`config.mk`:
```
export PLATFORM = sky130hd
export DESIGN_NAME = dmem_requester_flat
export DESIGN_NICKNAME = d
export VERILOG_FILES = /design/src/rtl/dmem_pkg.sv /design/src/rtl/dmem_requester_if.sv /design/src/rtl/dmem_requester.sv /design/src/flat_wrapper.sv
export SDC_FILE = /design/constraint.sdc
export NUM_CORES = 1
export LEC_CHECK = 0
export CAP_MARGIN = 20
export CORE_MARGIN = 1
export CORE_UTILIZATION = 48
export DETAILED_ROUTE_END_ITERATION = 12
export PLACE_DENSITY_LB_ADDON = 0.15
export SLEW_MARGIN = 15
export SYNTH_ARGS = -nofsm -noshare
export SYNTH_HDL_FRONTEND = slang
export SYNTH_SLANG_ARGS = --single-unit
export TNS_END_PERCENT = 10
```
`constraint.sdc`:
```
create_clock -name clk -period 3.1 [get_ports clk]
set_input_delay 0.62 -clock clk [delete_from_list [all_inputs] [get_ports clk]]
set_output_delay 0.62 -clock clk [all_outputs]
set_load 0.05 [all_outputs]
```
`src/rtl/dmem_pkg.sv`:
```
// Shared definitions for the data-memory requester: op encodings, FSM states
// and default bus widths.
package dmem_pkg;

  localparam int DEFAULT_DATA_WIDTH = 8;
  localparam int DEFAULT_ADDR_WIDTH = 8;

  typedef enum logic [1:0] {
    OP_READ8   = 2'b00,
    OP_READ16  = 2'b01,
    OP_WRITE16 = 2'b10,
    OP_RSVD    = 2'b11
  } op_e;

  typedef enum logic [2:0] {
    IDLE,
    RD_LO,
    RD_HI,
    RD_LAST,
    WR,
    RESP
  } state_e;

endpackage

```
`src/rtl/dmem_requester_if.sv`:
```
// Client request/response handshake plus the byte-memory port of the requester.
// The slave modport is the requester's view; master is the client/memory side.
interface dmem_requester_if #(
  parameter int DATA_WIDTH = 8,
  parameter int ADDR_WIDTH = 8
);

  logic                    req_valid;
  logic                    req_ready;
  logic [1:0]              req_op;
  logic [ADDR_WIDTH-1:0]   req_addr;
  logic [2*DATA_WIDTH-1:0] req_wdata;

  logic                    resp_valid;
  logic                    resp_ready;
  logic [2*DATA_WIDTH-1:0] resp_rdata;
  logic                    resp_err;

  logic                    mem_we;
  logic [2*DATA_WIDTH-1:0] mem_w_data;
  logic [ADDR_WIDTH-1:0]   mem_w_addr;
  logic [ADDR_WIDTH-1:0]   mem_r_addr;
  logic [DATA_WIDTH-1:0]   mem_r_data;

  modport slave (
    input  req_valid, req_op, req_addr, req_wdata, resp_ready, mem_r_data,
    output req_ready, resp_valid, resp_rdata, resp_err,
    output mem_we, mem_w_data, mem_w_addr, mem_r_addr
  );

  modport master (
    output req_valid, req_op, req_addr, req_wdata, resp_ready, mem_r_data,
    input  req_ready, resp_valid, resp_rdata, resp_err,
    input  mem_we, mem_w_data, mem_w_addr, mem_r_addr
  );

endinterface

```
`src/rtl/dmem_requester.sv`:
```
// Non-pipelined byte-memory requester serving READ8/READ16/WRITE16 requests.
// Define DMEM_BOUNDS_CHECK_EN to reject 16-bit accesses at the top address.
module dmem_requester
  import dmem_pkg::*;
#(
  parameter int DATA_WIDTH = DEFAULT_DATA_WIDTH,
  parameter int ADDR_WIDTH = DEFAULT_ADDR_WIDTH
) (
  input logic             clk,
  input logic             rst_n,
  dmem_requester_if.slave bus
);

  state_e                  state;
  op_e                     op_q;
  op_e                     req_op;
  logic [ADDR_WIDTH-1:0]   addr_q;
  logic                    resp_valid_q;
  logic [2*DATA_WIDTH-1:0] resp_rdata_q;
  logic                    resp_err_q;
  logic                    mem_we_q;
  logic [2*DATA_WIDTH-1:0] mem_w_data_q;
  logic [ADDR_WIDTH-1:0]   mem_w_addr_q;
  logic [ADDR_WIDTH-1:0]   mem_r_addr_q;
  logic                    bounds_err;

  assign req_op = op_e'(bus.req_op);

`ifdef DMEM_BOUNDS_CHECK_EN
  // A 16-bit access at the last address would need a byte beyond the memory.
  assign bounds_err = ((req_op == OP_READ16) || (req_op == OP_WRITE16)) && (&bus.req_addr);
`else
  assign bounds_err = 1'b0;
`endif

  always_ff @(posedge clk or negedge rst_n) begin
    if (!rst_n) begin
      state        <= IDLE;
      op_q         <= OP_READ8;
      addr_q       <= '0;
      resp_valid_q <= 1'b0;
      resp_rdata_q <= '0;
      resp_err_q   <= 1'b0;
      mem_we_q     <= 1'b0;
      mem_w_data_q <= '0;
      mem_w_addr_q <= '0;
      mem_r_addr_q <= '0;
    end else begin
      mem_we_q <= 1'b0;
      case (state)
        IDLE: begin
          if (bus.req_valid) begin
            op_q         <= req_op;
            addr_q       <= bus.req_addr;
            resp_rdata_q <= '0;
            resp_err_q   <= 1'b0;
            if ((req_op == OP_RSVD) || bounds_err) begin
              resp_err_q   <= 1'b1;
              resp_valid_q <= 1'b1;
              state        <= RESP;
            end else if (req_op == OP_WRITE16) begin
              mem_we_q     <= 1'b1;
              mem_w_addr_q <= bus.req_addr;
              mem_w_data_q <= bus.req_wdata;
              state        <= WR;
            end else begin
              mem_r_addr_q <= bus.req_addr;
              state        <= RD_LO;
            end
          end
        end
        RD_LO: begin
          if (op_q == OP_READ16) begin
            mem_r_addr_q <= addr_q + ADDR_WIDTH'(1);
            state        <= RD_HI;
          end else begin
            state <= RD_LAST;
          end
        end
        RD_HI: begin
          resp_rdata_q[DATA_WIDTH-1:0] <= bus.mem_r_data;
          state                        <= RD_LAST;
        end
        RD_LAST: begin
          // READ16 now sees the byte at addr+1; READ8 still sees the byte at addr.
          if (op_q == OP_READ16) begin
            resp_rdata_q[2*DATA_WIDTH-1:DATA_WIDTH] <= bus.mem_r_data;
          end else begin
            resp_rdata_q <= {{DATA_WIDTH{1'b0}}, bus.mem_r_data};
          end
          resp_valid_q <= 1'b1;
          state        <= RESP;
        end
        WR: begin
          resp_valid_q <= 1'b1;
          state        <= RESP;
        end
        RESP: begin
          if (bus.resp_ready) begin
            resp_valid_q <= 1'b0;
            state        <= IDLE;
          end
        end
        default: state <= IDLE;
      endcase
    end
  end

  assign bus.req_ready  = rst_n && (state == IDLE);
  assign bus.resp_valid = resp_valid_q;
  assign bus.resp_rdata = resp_rdata_q;
  assign bus.resp_err   = resp_err_q;
  assign bus.mem_we     = mem_we_q;
  assign bus.mem_w_data = mem_w_data_q;
  assign bus.mem_w_addr = mem_w_addr_q;
  assign bus.mem_r_addr = mem_r_addr_q;

endmodule

```
`src/flat_wrapper.sv`:
```
// flat-port wrapper written by rule: the top's interface ports become plain ports
module dmem_requester_flat import dmem_pkg::*;
#(
  parameter int DATA_WIDTH = DEFAULT_DATA_WIDTH,
  parameter int ADDR_WIDTH = DEFAULT_ADDR_WIDTH
)
  (clk, rst_n, bus_req_valid, bus_req_op, bus_req_addr, bus_req_wdata, bus_resp_ready, bus_mem_r_data, bus_req_ready, bus_resp_valid, bus_resp_rdata, bus_resp_err, bus_mem_we, bus_mem_w_data, bus_mem_w_addr, bus_mem_r_addr);
  dmem_requester_if #(.DATA_WIDTH(DATA_WIDTH), .ADDR_WIDTH(ADDR_WIDTH)) bus_i ();
  input logic clk;
  input logic rst_n;
  input wire logic [$bits(bus_i.req_valid)-1:0] bus_req_valid;
  input wire logic [$bits(bus_i.req_op)-1:0] bus_req_op;
  input wire logic [$bits(bus_i.req_addr)-1:0] bus_req_addr;
  input wire logic [$bits(bus_i.req_wdata)-1:0] bus_req_wdata;
  input wire logic [$bits(bus_i.resp_ready)-1:0] bus_resp_ready;
  input wire logic [$bits(bus_i.mem_r_data)-1:0] bus_mem_r_data;
  output wire logic [$bits(bus_i.req_ready)-1:0] bus_req_ready;
  output wire logic [$bits(bus_i.resp_valid)-1:0] bus_resp_valid;
  output wire logic [$bits(bus_i.resp_rdata)-1:0] bus_resp_rdata;
  output wire logic [$bits(bus_i.resp_err)-1:0] bus_resp_err;
  output wire logic [$bits(bus_i.mem_we)-1:0] bus_mem_we;
  output wire logic [$bits(bus_i.mem_w_data)-1:0] bus_mem_w_data;
  output wire logic [$bits(bus_i.mem_w_addr)-1:0] bus_mem_w_addr;
  output wire logic [$bits(bus_i.mem_r_addr)-1:0] bus_mem_r_addr;
  assign bus_i.req_valid = bus_req_valid;
  assign bus_i.req_op = bus_req_op;
  assign bus_i.req_addr = bus_req_addr;
  assign bus_i.req_wdata = bus_req_wdata;
  assign bus_i.resp_ready = bus_resp_ready;
  assign bus_i.mem_r_data = bus_mem_r_data;
  assign bus_req_ready = bus_i.req_ready;
  assign bus_resp_valid = bus_i.resp_valid;
  assign bus_resp_rdata = bus_i.resp_rdata;
  assign bus_resp_err = bus_i.resp_err;
  assign bus_mem_we = bus_i.mem_we;
  assign bus_mem_w_data = bus_i.mem_w_data;
  assign bus_mem_w_addr = bus_i.mem_w_addr;
  assign bus_mem_r_addr = bus_i.mem_r_addr;
  dmem_requester #(.DATA_WIDTH(DATA_WIDTH), .ADDR_WIDTH(ADDR_WIDTH)) u_core (.clk(clk), .rst_n(rst_n), .bus(bus_i));
endmodule
```
Word level (Yosys, flattened, before mapping)
Index checks and enable logic that the tools add are counted.
{"block": "word_totals", "reg_bits": 64, "inputBits": 38, "out_inout_bits": 52, "word_cells": 67}
{"block": "op_classes", "addsub": 1, "n_eq_ne": 15, "mux": 25, "bitwise_logic": 1, "n_reduce_logical": 14}
{"operator": "8-bit 2-to-1 mux", "n": 6}
{"operator": "8-bit case mux with 2 select lines", "n": 2}
{"operator": "8-bit case mux with 3 select lines", "n": 1}
{"operator": "16-bit 2-to-1 mux", "n": 1}
{"operator": "3-bit case mux with 5 select lines", "n": 1}
{"operator": "3-bit 2-to-1 mux", "n": 4}
{"operator": "2-bit != test (second input constant)", "n": 5}
{"operator": "1-bit 2-to-1 mux", "n": 9}
{"operator": "8-bit by 1-bit adder with 8-bit output (second input constant)", "n": 1}
{"operator": "4-bit AND reduction", "n": 2}
{"operator": "3-bit by 2-bit == test with 1-bit output (second input constant)", "n": 2}
{"operator": "3-bit == test (second input constant)", "n": 2}
{"operator": "2-bit AND reduction", "n": 3}
{"operator": "3-bit nonzero test", "n": 2}
{"operator": "5-bit AND reduction", "n": 1}
{"operator": "2-bit == test (second input constant)", "n": 2}
{"operator": "2-bit by 1-bit != test with 1-bit output (second input constant)", "n": 2}
{"operator": "2-bit nonzero test", "n": 2}
{"operator": "3-bit by 1-bit == test with 1-bit output (second input constant)", "n": 1}
{"operator": "3-bit logical NOT", "n": 1}
{"operator": "1-bit case mux with 3 select lines", "n": 1}
{"operator": "3-bit AND reduction", "n": 1}
{"operator": "2-bit by 1-bit == test with 1-bit output (second input constant)", "n": 1}
{"operator": "2-bit OR reduction", "n": 1}
{"operator": "2 further kinds", "n": 2}

Depth between registers and ports, before layout
Gate-level depths: netlist of the first run.
{"block": "depth", "word_depth": 5, "depth_mapped": 6, "depth_no_buf": 5}

Least setup slack after synthesis of the first run
No wires, ideal clock.
{"block": "synth_path", "path_kind": "register -> output", "start": "reg u_core.state[1]", "end": "out bus_req_ready", "t_arrival_ns": 2.236, "required_ns": 2.480, "slack_ns": 0.244, "stages_incl_launch_ff": 3, "path_buffers": 1, "path_cell_list": "dfrtp_1 > buf_4 > nor4b_1"}
{"block": "synth_via", "elab_chain_cells": 2}
{"element": "start: declaration", "line_no": "dmem_requester.sv:14", "source": "state_e state;"}
{"element": "start signal: assignment", "line_no": "dmem_requester.sv:38", "source": "state <= IDLE;"}
{"element": "start signal: assignment", "line_no": "dmem_requester.sv:60", "source": "state <= RESP;"}
{"element": "start signal: assignment", "line_no": "dmem_requester.sv:65", "source": "state <= WR;"}
{"element": "3-bit logical NOT", "line_no": "dmem_requester.sv:109", "source": "assign bus.req_ready = rst_n && (state == IDLE);"}
{"element": "1-bit logical AND", "line_no": "dmem_requester.sv:109"}
{"element": "end: declaration", "line_no": "flat_wrapper.sv:17", "source": "output wire logic [$bits(bus_i.req_ready)-1:0] bus_req_ready;"}
Every way passes these cells.

Worst setup path in the final report of the first run
Same ends and word-level chain as after synthesis.

==> results of run 1 <==
==> routing by layer <==
| layer | share of wire [%] | wire [um] | global-route usage, % |
|---|---|---|---|
| met4 | 3.1 | 187 | 13.5 |
| met2 | 44 | 2690 | 31.0 |
| met1 | 47 | 2880 | 29.6 |
| met5 | 0 | 0 | 0 |
| met3 | 5.6 | 340 | 5.03 |
==> cell usage after synthesis (4+ instances only) <==
cell type / n
a22o_1: 8
o21ai_0: 16
mux2_2: 15
mux2_4: 19
nand2_1: 19
xnor2_1: 4
buf_2: 5
dfrtp_1: 64
buf_6: 5
nor2_1: 10
a21oi_1: 5
o31ai_1: 11
inv_1: 4
nand3_1: 6
==> cells in the final DEF (no fill, tap or decap), types with 3 or more instances in the layout <==
cell type,instances
mux2_4,19
dfrtp_1,64
nor2_1,10
a22o_1,8
clkinv_2,4
mux2i_1,3
o21ai_0,16
inv_1,4
xnor2_1,4
a21oi_1,5
clkdlybuf4s50_1,87
buf_4,4
nor3_1,3
o31ai_1,11
nand3_1,6
nand2_1,19
mux2_2,15
clkbuf_8,10
==> report_power, final <==
group / switching [mW] / internal [mW]
registers: 0.287 / 1.21
clock network: 0.322 / 0.306
logic: 1.59 / 1.03
total: 2.20 / 2.54
==> worst reg2reg max path, cell delays in order (launching register included) <==
cell and delay [ps]:
dfrtp_1 520, and3b_1 290, o21ai_1 760, o21ai_0 210
==> metrics by stage <==
stage	hold WS [ps]	setup WS, ps	std cells
2_1_floorplan	324	244	230
5_1_grt	518	616	396
4_1_cts	487	648	396
3_3_place_gp	463	705	380
6_report	449	732	396
3_5_place_dp	470	617	380
==> kinds of logic (layout without fill, tap and decap cells) <==
logic type	after synthesis	count (layout)
compound gates	51	51
xor+xnor	4	4
fa+ha+maj	1	1
buf+inv	19	113
flops	64	64
mux	37	37
simple gates	54	54
==> flip-flops by register name (all words and copies together) (netlist names) <==
name                   count
u_core.bus.mem_w_data     16
u_core.bus.resp_rdata     16
u_core.addr_q              8
u_core.bus.mem_r_addr      8
u_core.bus.mem_w_addr      8
u_core.state               3
u_core.op_q                2
u_core.bus.mem_we          1
u_core.bus.resp_err        1
u_core.bus.resp_valid      1
==> worst max path at each step <==
| stage | from | end | slack, ps |
|---|---|---|---|
| after floorplan | u_core.state[1] | bus_req_ready | 240 |
| after global placement | bus_req_valid | u_core.bus.mem_r_addr[3] | 700 |
| after detailed placement | bus_req_valid | u_core.bus.mem_r_addr[0] | 620 |
| after CTS | u_core.state[1] | bus_req_ready | 650 |
| after global routing | u_core.state[1] | bus_req_ready | 620 |
| final | u_core.state[1] | bus_req_ready | 730 |
==> cell type report <==
type	instances	area, um2	share of cell area, %
inverters	4	15.0	0.379
flip-flops and latches	64	1600	40.4
clock buffers	10	138	3.47
well taps	72	90.1	2.27
repair buffers	93	926	23.4
multi-input cells	147	1160	29.2
clock inverters	6	35.0	0.884
==> flow_summary_export.csv, run 1 <==
group,metric,value,unit
global_routing,overflow,0,
yosys,synth-seq-cells,64,
yosys,synth_edf_count,0,
global_routing,antenna_found_initial,0,
route,drc,0,
setup_path,crit_slowest_cell,"nor4b_1",
power_and_ir_drop,peakVddDrop,0.734,mV
yosys,synthCells,230,
setup_path,r2r_slack,1160,ps
yosys,synth_top_family_by_area,"multiplexers",
floorplanning,die_y,79.4,um
cts,hold_buffers,0,
setup_path,required,2480,ps
route,routed_wl,6100,um
setup_path,setup.worst_path.end_class,"output pin",
setup_path,r2r_start,"u_core.state[0]",
yosys,synthesis.area,2880,um2
finish,diodes,0,
yosys,synth_compound_area_share,11.9,%
power_and_ir_drop,fin_total_pwr,4.74,mW
setup_path,path_class,"reg2out",
floorplanning,core_area,5640,um2
yosys,synth.distinct_cells,42,
route,drtAntennaViolNets,0,
finish,final_core_utilization,70.3,%
timing,slew_headroom,35.8,%
run,max_cap_violations,0,
route,drtPass1Iterations,4,
place,io_buffers,89,
route,wl_per_cell,15.4,um
timing,setup_tns,0,ps
timing,setup_viol,0,
power_and_ir_drop,power_density,1200,nW/um2
timing,maxSlewViolCount,0,
timing,worst_slew_pin_slew,956,ps
global_routing,grt_pass1_vias,2059,
cts,cts_root_buffer,"clkbuf_8",
cts,cts_buffers,9,
setup_path,crit_chain,"nor4b_1, buf_12",
yosys,yosys_warnings,0,
finish,area_growth_syn_to_layout,37.7,%
setup_path,slowest_delay,620,ps
setup_path,critPathMaxFanout,16,
setup_path,cp_num_cells,2,
cts,cts_resized,0,
yosys,ys.flop_type,"dfrtp_1",
timing,fin_worst_skew,6.25,ps
place,postPlaceCellArea,3790,um2
cts,clock_latency,340,ps
global_routing,grtUsageTotal,21.7,%
yosys,syn_area_per_cell,12.5,um2
finish,final_area,3960,um2
setup_path,reg2reg_depth,3,
setup_path,rr_endpoint,"u_core.bus.mem_r_addr[1]",
cts,cts_tree,"yes",
floorplanning,rows,27,
yosys,yosysTopAreaCellShare,55.6,%
global_routing,grt_max_degree,65,
yosys,synth_nets,269,
yosys,synth_xor_area_share,1.22,%
cts,clk_pin_slew_worst_paths,70,ps
yosys,synth-async-reset-ratio,100,%
floorplanning,dieArea,6310,um2
min_path,min_path_type,"in2async",
run_status,status,"complete, no violations",
yosys,synthSimpleGateAreaFrac,9.87,%
route,viasPerCell,5.31,
yosys,synthMuxAreaShare,16.8,%
setup_path,arrival,1750,ps
route,drtIter0Drc,59,
place,place_congestion,0.798,
yosys,synth-seq-area-share,55.6,%
power_and_ir_drop,leakage,1.77,nW
timing,clock.fmax,422,MHz
setup_path,cp.buffers_inverters,1,
yosys,synth_fa_ha_area_share,0.435,%
floorplanning,start_util,51.0,%
cts,cts_buffer_depth,2,
timing,post-route-period-util,76.4,%
timing,rsz0062_at_grt,"false",
timing,timing_hold_violations_final,0,
floorplanning,design.portCount,90,
finish,drive_gt1_share,18.5,%
setup_path,startpoint_type,"register",
cts,cts_sinks,64,
yosys,synthTopCellsByArea,"dfrtp_1 (56%), mux2_4 (9.9%), mux2_2 (5.9%)",
route,vias,2104,
floorplanning,chipWidth,79.4,um
place,dpl.hpwl,4190,um
setup_path,path_delay_family,"simple AND/OR/NAND/NOR gates",
cts,h-tree-depth,3,
yosys,synth_largest_area_cell,"dfrtp_1",
global_routing,grt_pass1_wl,10200,um
finish,final_nets,358,
timing,fin_crit,2370,ps
finish,fillers,422,
cts,post_cts_buffers,0,
No activity file was read; power rests on OpenSTA's default activity.
==> inputs of run 2 (changes only) <==
--- a/config.mk
+++ b/config.mk
@@ -7,7 +7,7 @@
 export LEC_CHECK = 0
 export CAP_MARGIN = 20
 export CORE_MARGIN = 1
-export CORE_UTILIZATION = 48
+export CORE_UTILIZATION = 42
 export DETAILED_ROUTE_END_ITERATION = 12
 export PLACE_DENSITY_LB_ADDON = 0.15
 export SLEW_MARGIN = 15
==> constraint.sdc (replaced) <==
create_clock -name clk -period 2.1 [get_ports clk]
set_input_delay 0.42 -clock clk [delete_from_list [all_inputs] [get_ports clk]]
set_output_delay 0.42 -clock clk [all_outputs]
set_load 0.05 [all_outputs]
==> run 2 against run 1 <==
Setup slack worse by 570 ps. Die area grew 14%. The run now ends with DRC left. Highest routed layer unchanged. Wire length hardly changed.
==> flow_summary_export.csv, run 2 (synthesized netlist as in run 1, its figures left out) <==
group,metric,value,unit
run_status,status,"finished, violations left",
run_status,violations,"DRC",
finish,final_area,4040,um2
timing,clock.fmax,515,MHz
cts,h-tree-depth,3,
setup_path,path_class,"reg2out",
timing,maxSlewViolCount,0,
cts,clk_pin_slew_worst_paths,70,ps
power_and_ir_drop,peakVddDrop,0.799,mV
finish,area_growth_syn_to_layout,40.5,%
finish,fillers,522,
global_routing,overflow,0,
cts,cts_root_buffer,"clkbuf_8",
cts,cts_sinks,64,
route,drc,8,
cts,clock_latency,330,ps
route,drtAntennaViolNets,0,
route,wl_per_cell,15.2,um
timing,fin_worst_skew,8.87,ps
finish,final_core_utilization,62.3,%
finish,instances_no_fill,403,
place,postPlaceCellArea,3840,um2
finish,final_cell_mix,"clkdlybuf4s50_1 (87), dfrtp_1 (64), nand2_1 (19), mux2_4 (19), o21ai_0 (16)",
global_routing,antenna_found_initial,0,
setup_path,required,1680,ps
floorplanning,rows,29,
min_path,min_path_type,"in2async",
cts,cts_buffer_depth,2,
floorplanning,start_util,44.3,%
route,vias,2051,
global_routing,grt_max_degree,65,
route,drtPass1Iterations,10,
timing,post-route-period-util,92.4,%
place,io_buffers,89,
setup_path,cp.buffers_inverters,1,
timing,setup_viol,0,
cts,cts_tree,"yes",
cts,post_cts_buffers,0,
setup_path,critPathMaxFanout,4,
cts,hold_buffers,0,
place,dpl.hpwl,4200,um
setup_path,path_delay_family,"buffers and inverters",
floorplanning,chipWidth,84.8,um
floorplanning,core_area,6490,um2
setup_path,arrival,1520,ps
place,pre_cts_slack,151,ps
route,drtIter0Drc,74,
cts,cts_buffers,9,
timing,fin_crit,1940,ps
finish,drive_gt1_share,19.3,%
power_and_ir_drop,power_density,1770,nW/um2
cts,cts_resized,0,
timing,slew_headroom,47.3,%
timing,worst_slew_pin_slew,790,ps
setup_path,slowest_delay,820,ps
setup_path,startpoint_type,"register",
floorplanning,design.portCount,90,
finish,multi_input_area,1160,um2
global_routing,grt_pass1_wl,10400,um
run,max_cap_violations,0,
finish,final_common_cell,"clkdlybuf4s50_1",
timing,setup_ws,159,ps
finish,diodes,0,
setup_path,setup.worst_path.end_class,"output pin",
floorplanning,die_y,84.8,um
global_routing,grt_pass1_vias,2124,
timing,holdWs,312,ps
power_and_ir_drop,leakage,1.81,nW
route,viasPerCell,5.09,
floorplanning,dieArea,7190,um2
place,dpl.cell_count,388,
setup_path,crit_slowest_cell,"clkdlybuf4s50_1",
global_routing,grtUsageTotal,18.7,%
finish,final_nets,361,
route,routed_wl,6110,um
setup_path,crit_chain,"clkdlybuf4s50_1",
timing,timing_hold_violations_final,0,
timing,setup_tns,0,ps
finish,seq_area,1600,um2
power_and_ir_drop,fin_total_pwr,7.17,mW
place,place_congestion,0.738,
timing,rsz0062_at_grt,"false",
run 2: cell types whose count changed in the layout (fill, tap and decap cells not counted):
| cell | previous run | this run |
|---|---|---|
| buf_12 | 1 | 2 |
| buf_4 | 4 | 6 |
| bufinv_16 | 0 | 1 |
| clkbuf_8 | 10 | 12 |
| clkinv_2 | 4 | 2 |
| clkinvlp_4 | 2 | 0 |
| nor4b_1 | 1 | 0 |
| nor4b_2 | 0 | 1 |
run 2: routing by layer:
layer / global-route usage, % / share of wire [%] / routed length, um / vias to the layer above
met5: 0 / 0 / 0 / -
met4: 8.32 / 1.1 / 66 / 0
met3: 3.74 / 5.7 / 348 / 6
met2: 28.9 / 45 / 2750 / 60
met1: 25.6 / 48 / 2940 / 976
li1: - / - / - / 1009
run 2: path summary, 6_finish.rpt:
| check | to | slack [ps] | cells past startpoint | start |
|---|---|---|---|---|
| max in group asynchronous | u_core.bus.mem_r_addr[6] | 1260 | 2 | rst_n |
| min in group clk | u_core.bus.mem_r_addr[6] | 490 | 2 | u_core.bus.mem_r_addr[6] |
| worst min register to register | u_core.bus.mem_r_addr[6] | 490 | 2 | u_core.bus.mem_r_addr[6] |
| worst max register to register | u_core.bus.resp_rdata[7] | 440 | 4 | u_core.state[1] |
| worst min-delay path | u_core.bus.mem_r_addr[5] | 310 | 2 | rst_n |
| worst max-delay path | bus_resp_valid | 160 | 1 | u_core.bus.resp_valid |
run 2: layout make-up:
class	instances	area share (%)
clock buffer	12	4.08
clock inverter	3	0.990
inverter	4	0.371
multi-input combinational	147	28.8
sequential	64	39.6
tap	77	2.38
timing repair buffer	96	23.8
run 2: power by group:
group | internal, mW | total [mW] | switching, mW
Clock | 0.635 | 1.07 | 0.439
Sequential | 1.78 | 2.22 | 0.445
Combinational | 1.55 | 3.88 | 2.33
Total | 3.96 | 7.17 | 3.21
==> inputs of run 3 (changes only) <==
--- a/config.mk
+++ b/config.mk
@@ -8,10 +8,11 @@
 export CAP_MARGIN = 20
 export CORE_MARGIN = 1
 export CORE_UTILIZATION = 42
+export CTS_CLUSTER_SIZE = 16
 export DETAILED_ROUTE_END_ITERATION = 12
 export PLACE_DENSITY_LB_ADDON = 0.15
 export SLEW_MARGIN = 15
 export SYNTH_ARGS = -nofsm -noshare
 export SYNTH_HDL_FRONTEND = slang
 export SYNTH_SLANG_ARGS = --single-unit
-export TNS_END_PERCENT = 10
+export TNS_END_PERCENT = 5
==> results of run 3 <==
No change in the layout: final DEF, timing and power equal those of run 2.
==> edit: new RTL, flow settings as in run 2 <==
The package constant `DEFAULT_ADDR_WIDTH` goes from 8 to 7.
--- a/src/rtl/dmem_pkg.sv
+++ b/src/rtl/dmem_pkg.sv
@@ -5,3 +5,3 @@
   localparam int DEFAULT_DATA_WIDTH = 8;
-  localparam int DEFAULT_ADDR_WIDTH = 8;
+  localparam int DEFAULT_ADDR_WIDTH = 7;
 
Interface: changed (resized bus_mem_r_addr, bus_mem_w_addr and bus_req_addr); port bits go from 90 to 87. The function was not compared with the original's and may differ.
==> edit against run 2 <==
Cell area is 6.7% lower; synthesized area is 9.4% lower; total power down 4.1%; wire length down 7.3%; via count decreased by 6.2%; setup slack got worse by 0.014 ns; final cell count is 6.0% lower; sequential cell count decreased by 3.
==> edit: results (changes against run 2) <==
outcome:
  status: "complete, no violations"  # was finished with violations
synth:
  muxShareOfSynthArea: 0.138  # was 0.168
  syn_nets: 241  # was 269
  synthXorXnorAreaFrac: 0.0201  # was 0.0122
  synth_compound_area_frac: 0.124  # was 0.119
  seq_area_frac_synth: 0.585  # was 0.556
  synthTopCellsByArea: "dfrtp_1 (59%), mux2_2 (14%), a22o_1 (3.0%)"  # was dfrtp_1 (56%), mux2_4 (9.9%), mux2_2 (5.9%)
  synthAdderAreaFrac: 0.00480  # was 0.00435
  syn_area_per_cell_um2: 12.9  # was 12.5 µm²
sta:
  clock_skew_ns: 0.00888  # was 0.00887 ns
global_routing:
  use_met3: 0.0584  # was 0.0374
  grt_max_degree: 62  # was 65
  grt_pass1_wl_um: 9300  # was 10400 µm
  grt_pass1_vias: 1915  # was 2124
layout:
  nNetsFinal: 339  # was 361
  clkCellAreaFrac: 0.0438  # was 0.0507
  multi_input_area_um2: 990  # was 1160 µm²
  fin_area_um2: 3770  # was 4040 µm²
  drive_above_1_share: 0.214  # was 0.193
  fillers: 485  # was 522
  seq_share: 0.405  # was 0.396
  finalNonFillerCells: 379  # was 403
  n_all_inverters: 12  # was 4
detailed_routing:
  num_vias: 1924  # was 2051
  wl_per_cell_um: 14.9  # was 15.2 µm
place:
  place_area_um2: 3600  # was 3840 µm²
  hpwl_um: 3950  # was 4200 µm
setup_path:
  r2r-start: "u_core.state[2]$_DFFE_PN0P_"  # was u_core.state[1]$_DFFE_PN0P_
  reg2reg_slack_ns: 0.42  # was 0.44 ns
die:
  die-area_um2: 6530  # was 7190 µm²
power_and_ir_drop:
  p_leak_nw: 1.60  # was 1.81 nW
  irDropWorstVdd_mv: 0.956  # was 0.799 mV
-- edit: where the power goes --
part / switching (mW) / internal [mW]
Clock: 0.416 / 0.476
Sequential: 0.401 / 1.74
Combinational: 2.39 / 1.46
Total: 3.21 / 3.67
-- edit: layer usage --
layer | vias up | part of all wire
li1 | 928 | -
met1 | 927 | 0.47
met2 | 61 | 0.46
met3 | 8 | 0.056
met4 | 0 | 0.016
met5 | - | 0
-- edit: worst max-delay path: stages (launching register included) --
cell	delay (ns)
dfrtp_2	0.49
buf_4	0.19
nor4b_4	0.34
buf_12	0.18
-- edit: timing repair --
action | 4_1_cts | 5_1_grt
resized for setup | 0 | 1
endpoints found under the setup margin | 0 | 1
endpoints found under the hold margin | 0 | 0
-- edit: worst max path at each step --
| stage | from | end | slack (ns) | cells past startpoint |
|---|---|---|---|---|
| global placement | bus_req_valid | u_core.bus.resp_rdata[7]$_DFFE_PN0P_ | -0.08 | 5 |
| CTS | u_core.state[1]$_DFFE_PN0P_ | bus_req_ready | 0.06 | 3 |
| global route | u_core.state[1]$_DFFE_PN0P_ | bus_req_ready | 0.09 | 3 |
| finish | u_core.state[1]$_DFFE_PN0P_ | bus_req_ready | 0.15 | 3 |
| detailed placement | bus_req_valid | u_core.bus.resp_rdata[4]$_DFFE_PN0P_ | -0.18 | 5 |
| floorplan | u_core.state[2]$_DFFE_PN0P_ | bus_req_ready | 0.28 | 3 |
-- edit: logic make-up (layout without fill, tap and decap cells) --
logic type      after synthesis  count (layout)
flops                        61              61
compound gates               44              44
simple gates                 38              38
mux                          32              32
buf+inv                      21             122
xor+xnor                      6               6
fa+ha+maj                     1               1
